`src/rtl/exp_accumulate_block.sv`:
```
// exp_accumulate_block
// Softmax exponent stage. Takes the non-positive differences (x - max) from
// the max-subtract stage, computes exp(x) in fixed point with a 3-cycle
// pipeline, streams each exp value out with its index in the frame, and
// accumulates the frame sum (softmax denominator) for the divide stage.
//
// Ports:
//   clock_i      rising-edge clock
//   reset_i      synchronous active-high reset
//   valid_i      sub_data_i valid this cycle (no backpressure)
//   sub_data_i   signed x - max, FRAC_BITS fractional bits
//   exp_o        unsigned Q1.15 exp(x), 1.0 = 32768 (held while valid_o = 0)
//   valid_o      exp_o / index_o valid, 3 cycles after valid_i
//   index_o      element index of exp_o within the frame, 0..N-1
//   sum_o        unsigned Q.15 sum of the frame's exp values (held)
//   sum_valid_o  one-cycle pulse alongside the last element of a frame
module exp_accumulate_block #(
  parameter int DATA_SIZE      = 16,
  parameter int NUMBER_OF_DATA = 10,
  parameter int FRAC_BITS      = 8,
  parameter int SUM_WIDTH      = 16 + $clog2(NUMBER_OF_DATA)
) (
  input  logic                              clock_i,
  input  logic                              reset_i,
  input  logic                              valid_i,
  input  logic signed [DATA_SIZE:0]         sub_data_i,
  output logic [15:0]                       exp_o,
  output logic                              valid_o,
  output logic [$clog2(NUMBER_OF_DATA)-1:0] index_o,
  output logic [SUM_WIDTH-1:0]              sum_o,
  output logic                              sum_valid_o
);

  localparam int XW    = DATA_SIZE + 1;
  localparam int PW    = XW + 17;         // signed x * unsigned 16-bit constant
  localparam int SHIFT = FRAC_BITS + 15;  // fraction bits of the product
  localparam int KW    = PW - SHIFT;      // integer-part width of the product
  localparam int IDX_W = $clog2(NUMBER_OF_DATA);

  // log2(e) in Q1.15, carried as a positive 17-bit signed operand
  localparam logic signed [16:0]    LOG2E_Q15 = 17'sd47274;
  localparam logic signed [KW-1:0]  S_SAT     = KW'(31);
  localparam logic [IDX_W-1:0]      LAST_IDX  = IDX_W'(NUMBER_OF_DATA - 1);

  // 2^(j/64) in Q1.15, j = 0..63 (32768..64830)
  logic [15:0] lut_rom [64];
  for (genvar gi = 0; gi < 64; gi++) begin : g_lut
    localparam real         ENTRY_R = 32768.0 * (2.0 ** (real'(gi) / 64.0));
    localparam logic [15:0] ENTRY   = 16'($rtoi(ENTRY_R + 0.5));
    assign lut_rom[gi] = ENTRY;
  end

  // ---------------- Stage 1: clamp and scale to base 2 ----------------
  logic signed [XW-1:0]   x_clamped;
  logic signed [PW-1:0]   p_full;
  logic signed [KW+5:0]   p_d;          // integer part + top 6 fraction bits
  logic                   unused_p_low;

  assign x_clamped    = sub_data_i[XW-1] ? sub_data_i : '0;
  assign p_full       = x_clamped * LOG2E_Q15;
  assign p_d          = p_full[PW-1:SHIFT-6];
  assign unused_p_low = ^p_full[SHIFT-7:0];

  // ---------------- Stage 2: split y into integer and fraction ----------------
  logic signed [KW+5:0] p_q;
  logic                 valid1_q;
  logic signed [KW-1:0] k;
  logic signed [KW-1:0] neg_k;
  logic [5:0]           j;
  logic [4:0]           s_d;

  // The register keeps only floor(y) and the top fraction bits, so k is the
  // arithmetic right shift of the full product.
  assign k     = p_q[KW+5:6];
  assign j     = p_q[5:0];
  assign neg_k = -k;
  // Any shift of 16 or more already yields 0; saturating keeps s narrow.
  assign s_d   = (neg_k > S_SAT) ? 5'd31 : neg_k[4:0];

  // ---------------- Stage 3: shift and accumulate ----------------
  logic [15:0]          lut_q;
  logic [4:0]           s_q;
  logic                 valid2_q;
  logic [15:0]          exp_d;
  logic [IDX_W-1:0]     cnt_q;
  logic [SUM_WIDTH-1:0] acc_q;
  logic [SUM_WIDTH-1:0] acc_d;

  assign exp_d = (s_q >= 5'd16) ? 16'd0 : (lut_q >> s_q);
  assign acc_d = acc_q + {{(SUM_WIDTH-16){1'b0}}, exp_d};

  logic [15:0]          exp_q;
  logic                 valid_o_q;
  logic [IDX_W-1:0]     index_q;
  logic [SUM_WIDTH-1:0] sum_q;
  logic                 sum_valid_q;

  always_ff @(posedge clock_i) begin
    if (reset_i) begin
      p_q         <= '0;
      valid1_q    <= 1'b0;
      lut_q       <= '0;
      s_q         <= '0;
      valid2_q    <= 1'b0;
      cnt_q       <= '0;
      acc_q       <= '0;
      exp_q       <= '0;
      valid_o_q   <= 1'b0;
      index_q     <= '0;
      sum_q       <= '0;
      sum_valid_q <= 1'b0;
    end else begin
      p_q         <= p_d;
      valid1_q    <= valid_i;
      lut_q       <= lut_rom[j];
      s_q         <= s_d;
      valid2_q    <= valid1_q;
      valid_o_q   <= valid2_q;
      sum_valid_q <= 1'b0;
      if (valid2_q) begin
        exp_q   <= exp_d;
        index_q <= cnt_q;
        if (cnt_q == LAST_IDX) begin
          // Frame complete: publish the sum and restart from 0 so a
          // back-to-back frame needs no bubble.
          cnt_q       <= '0;
          acc_q       <= '0;
          sum_q       <= acc_d;
          sum_valid_q <= 1'b1;
        end else begin
          cnt_q <= cnt_q + 1'b1;
          acc_q <= acc_d;
        end
      end
    end
  end

  assign exp_o       = exp_q;
  assign valid_o     = valid_o_q;
  assign index_o     = index_q;
  assign sum_o       = sum_q;
  assign sum_valid_o = sum_valid_q;

endmodule

```
`config.mk`:
```
export PLATFORM = sky130hd
export DESIGN_NAME = exp_accumulate_block
export DESIGN_NICKNAME = d
export VERILOG_FILES = /design/src/rtl/exp_accumulate_block.sv
export SDC_FILE = /design/constraint.sdc
export NUM_CORES = 1
export LEC_CHECK = 0
export CAP_MARGIN = 5
export CORE_MARGIN = 2
export CORE_UTILIZATION = 29
export CTS_BUF_LIST = sky130_fd_sc_hd__clkbuf_16
export CTS_CLUSTER_SIZE = 10
export DETAILED_ROUTE_END_ITERATION = 8
export GPL_TIMING_DRIVEN = 0
export PLACE_DENSITY_LB_ADDON = 0.08
export SETUP_SLACK_MARGIN = 0.3
export SYNTH_ARGS = -nofsm -noshare
export SYNTH_HDL_FRONTEND = slang
export SYNTH_SLANG_ARGS = --single-unit
export TNS_END_PERCENT = 100
```
`constraint.sdc`:
```
create_clock -name clock_i -period 8 [get_ports clock_i]
set_input_delay 0.8 -clock clock_i [delete_from_list [all_inputs] [get_ports clock_i]]
set_output_delay 0.8 -clock clock_i [all_outputs]
set_load 0.02 [all_outputs]
```
==> key figures <==
Worst setup path
  – Crit path required time: 8240 ps
  – Startpoint types: primary input
  – CP Class: in2reg
  – Crit path DAT: 7560 ps
  – Worst r2r src: s_q[1]
  – Setup crit end kind: flop
  – Worst Setup SP: sub_data_i[16]
  – Worst Path Max Fanout: 13

Clocking
  – Clk root buf: clkbuf_16
  – Num CTS Buffers: 9
  – Clock transition at path regs: 70 ps
  – H-tree depth: 3
  – Hold_buf cts: 0
  – CTS sink cnt: 106
  – Clock Path Buffers: 2
  – CTS tree: done
  – Clk_lat worst skew: 360 ps
  – Post-CTS Setup Inserts: 0

GRT
  – GRT Residual Overflow: 0
  – Number of global-route vias before repair: 9940
  – Met1 usage: 22.7%
  – Initial antenna violation count: 1
  – Global route hottest layer: met2
  – Global router's overall resource usage: 16.8%
  – First-pass GRT wire length: 55.5 mm
  – Global Route met3 Usage: 1.61%
  – Largest net degree at the start of global routing: 20
  – Met2 global-route usage: 28.5%

Die
  – Die area: 41800 sq um
  – Die span in x: 204 um
  – Die H: 204 um
  – Num rows: 73
  – Ports: 62
  – Core ar.: 39600 sq um
  – Initial Util: 29.4%

Place
  – Pre-CTS WS: -441 ps
  – Placed Area: 12800 sq um
  – # port buffers: 50
  – Final HPWL DP: 28.0 mm
  – RD Place Congestion: 0.895

STA
  – Rel. slew slack: 43.7%
  – Tightest Pin Transition: 845 ps
  – Fin crit period: 7320 ps
  – Hold WS: 444 ps
  – Achievable Freq: 137 MHz
  – Fin crit share: 91.5%
  – Final max-slew violation count: 0
  – RSZ-0062 raised after global routing: false
  – Clock Skew: 20.3 ps
  – Final worst slack: 683 ps
  – Setup violations, final: 0
  – Hold Violations, Final: 0

Synthesis
  – Unique masters post-synth: 71
  – Gate count of the mapped netlist: 1399
  – EDFF count, synth: 0
  – Ys Warns: 0
  – Syn Nets: 1645
  – Ys async rst share: 0%
  – Ys flop type: dfxtp_1
  – Avg Cell Area, Syn: 8.32 sq um
  – Seq/Total Area, Yosys: 18.2%
  – Synth Register Bits: 106
  – Post-synth design cell area: 11600 sq um

Final layout
  – Register Area: 2120 sq um
  – Final design utilization: 33.0%
  – Layout area overhead: 12.5%
  – Layout Cell Area excl Fill: 13100 sq um
  – ANT cells: 0
  – Fraction of layout cells with a size suffix above 1: 3.62%
  – Multi-input gate area: 8560 sq um
  – Commonest cells after routing, fill and taps aside: 169 x inv_1, 149 x ha_1, 126 x nor2_1
  – FILL cells: 4306
  – Most common cell after layout, fill and taps aside: inv_1
  – Final #Nets: 1706

Detailed routing
  – Wirelength per Cell: 17.4 um
  – Initial DRC count: 547
  – DR vias/cell: 4.98
  – Final WL: 34.6 mm
  – Drt first pass iters: 5
  – DRC: 0
  – Number of antenna-violating nets in the routed design: 0
  – Vias post-DR: 9914

Power
  – PwrDens: 327 nW/um^2
  – VDD IR max: 0.000105 V
  – P_leak: 5.85 nW
  – Total design power: 4.29 mW

Job
  – Max-capacitance violation count: 0

Worst hold path
  – Worst Hold Launch: valid1_q
  – Hold Path Class: reg2reg

Status
  – Outcome: completed
-- registers in the layout, summed over array words and instances (netlist names) --
signal / cells
acc_q: 20
sum_o: 20
p_q: 17
exp_o: 16
lut_q: 16
s_q: 5
cnt_q: 4
index_o: 4
sum_valid_o: 1
valid1_q: 1
valid2_q: 1
valid_o: 1
-- timing repair --
action                     CTS  global route
gates cloned                 0             0
resized for setup            4             3
setup endpoints to repair   10             4
-- per-stage QoR --
stage | setup TNS (ps) | cells
after floorplan | 0 | 1399
after global placement | -3050 | 1974
after detailed placement | -3110 | 1974
after CTS | 0 | 1990
after global routing | 0 | 1990
final | 0 | 1990
-- critical path, cell delays in order --
cell and delay [ps]:
clkdlybuf4s15_2 440, clkbuf_1 350, clkbuf_1 540, nand2_1 220, inv_1 410, ha_1 220
inv_1 50, fa_1 490, inv_1 50, ha_1 300, fa_1 460, fa_1 550
inv_1 60, fa_1 520, inv_1 40, ha_1 390, and3_1 220, and4_1 220
o211ai_1 160, o21ai_2 160, a31oi_1 370, o31a_1 190, mux2_2 330
-- report_power, final --
group | internal, mW | total (mW) | leakage (nW) | switching [mW]
Combinational | 1.20 | 3.14 | 4.85 | 1.94
Sequential | 0.628 | 0.711 | 0.865 | 0.0834
Clock | 0.218 | 0.437 | 0.142 | 0.219
-- path summary, 6_finish.rpt --
path / cells past startpoint / slack (ps) / to
max: 23 / 680 / p_q[11]
min: 1 / 440 / valid2_q
max reg2reg: 16 / 3510 / acc_q[18]
min reg2reg: 1 / 440 / valid2_q
-- synth_stat cells, types with 6 or more instances --
| cell type | n | area share, % |
|---|---|---|
| inv_1 | 168 | 5.4 |
| ha_1 | 149 | 16 |
| nor2_1 | 126 | 4.1 |
| dfxtp_1 | 106 | 18 |
| nand2_1 | 98 | 3.2 |
| a21oi_1 | 91 | 3.9 |
| fa_1 | 77 | 13 |
| clkbuf_1 | 61 | 2.0 |
| o21ai_0 | 58 | 2.5 |
| xnor2_1 | 47 | 3.5 |
| a211oi_1 | 29 | 1.9 |
| a21o_1 | 29 | 1.9 |
| mux2i_1 | 29 | 2.5 |
| nor3_1 | 27 | 1.2 |
| xor2_1 | 26 | 2.0 |
| nor2b_1 | 22 | 1.2 |
| and2_1 | 20 | 1.1 |
| nand3_1 | 19 | 0.82 |
| a31oi_1 | 14 | 0.75 |
| a22o_1 | 13 | 0.98 |
| buf_1 | 13 | 0.42 |
| o211ai_1 | 13 | 0.84 |
| and3_1 | 12 | 0.64 |
| mux4_2 | 12 | 2.3 |
| a311oi_1 | 11 | 0.83 |
| nand4_1 | 11 | 0.59 |
| nand2b_1 | 10 | 0.54 |
| a22oi_1 | 8 | 0.52 |
| o21a_1 | 7 | 0.45 |
| o221ai_1 | 6 | 0.45 |
| o311ai_0 | 6 | 0.45 |
-- metal layers --
metal / share of wire, % / wire [um] / vias up
met4: 2.1 / 719 / 2
met3: 3.6 / 1260 / 47
met5: 0.052 / 18 / -
met1: 47 / 16400 / 4695
li1: - / - / 4943
met2: 47 / 16300 / 227
-- layout make-up --
type / instances / area share [%]
multi-input cells: 1041 / 65.3
flip-flops and latches: 106 / 16.2
well taps: 525 / 5.01
inverters: 171 / 4.90
repair buffers: 50 / 3.83
plain buffers: 81 / 2.49
clock buffers: 9 / 1.72
clock inverters: 7 / 0.497
-- logic make-up after synthesis --
kind of cell	count (synthesis)	synth area share, %
XOR/XNOR	73	5.49
flip-flops	106	18.2
buffers and inverters	252	8.30
adder cells (fa/ha/maj)	226	29.3
multiplexers	46	5.30
AND/OR/NAND/NOR	365	14.5
AO/OA/AOI/OAI	331	18.9
Note: power is estimated with default switching activity, not from simulation.
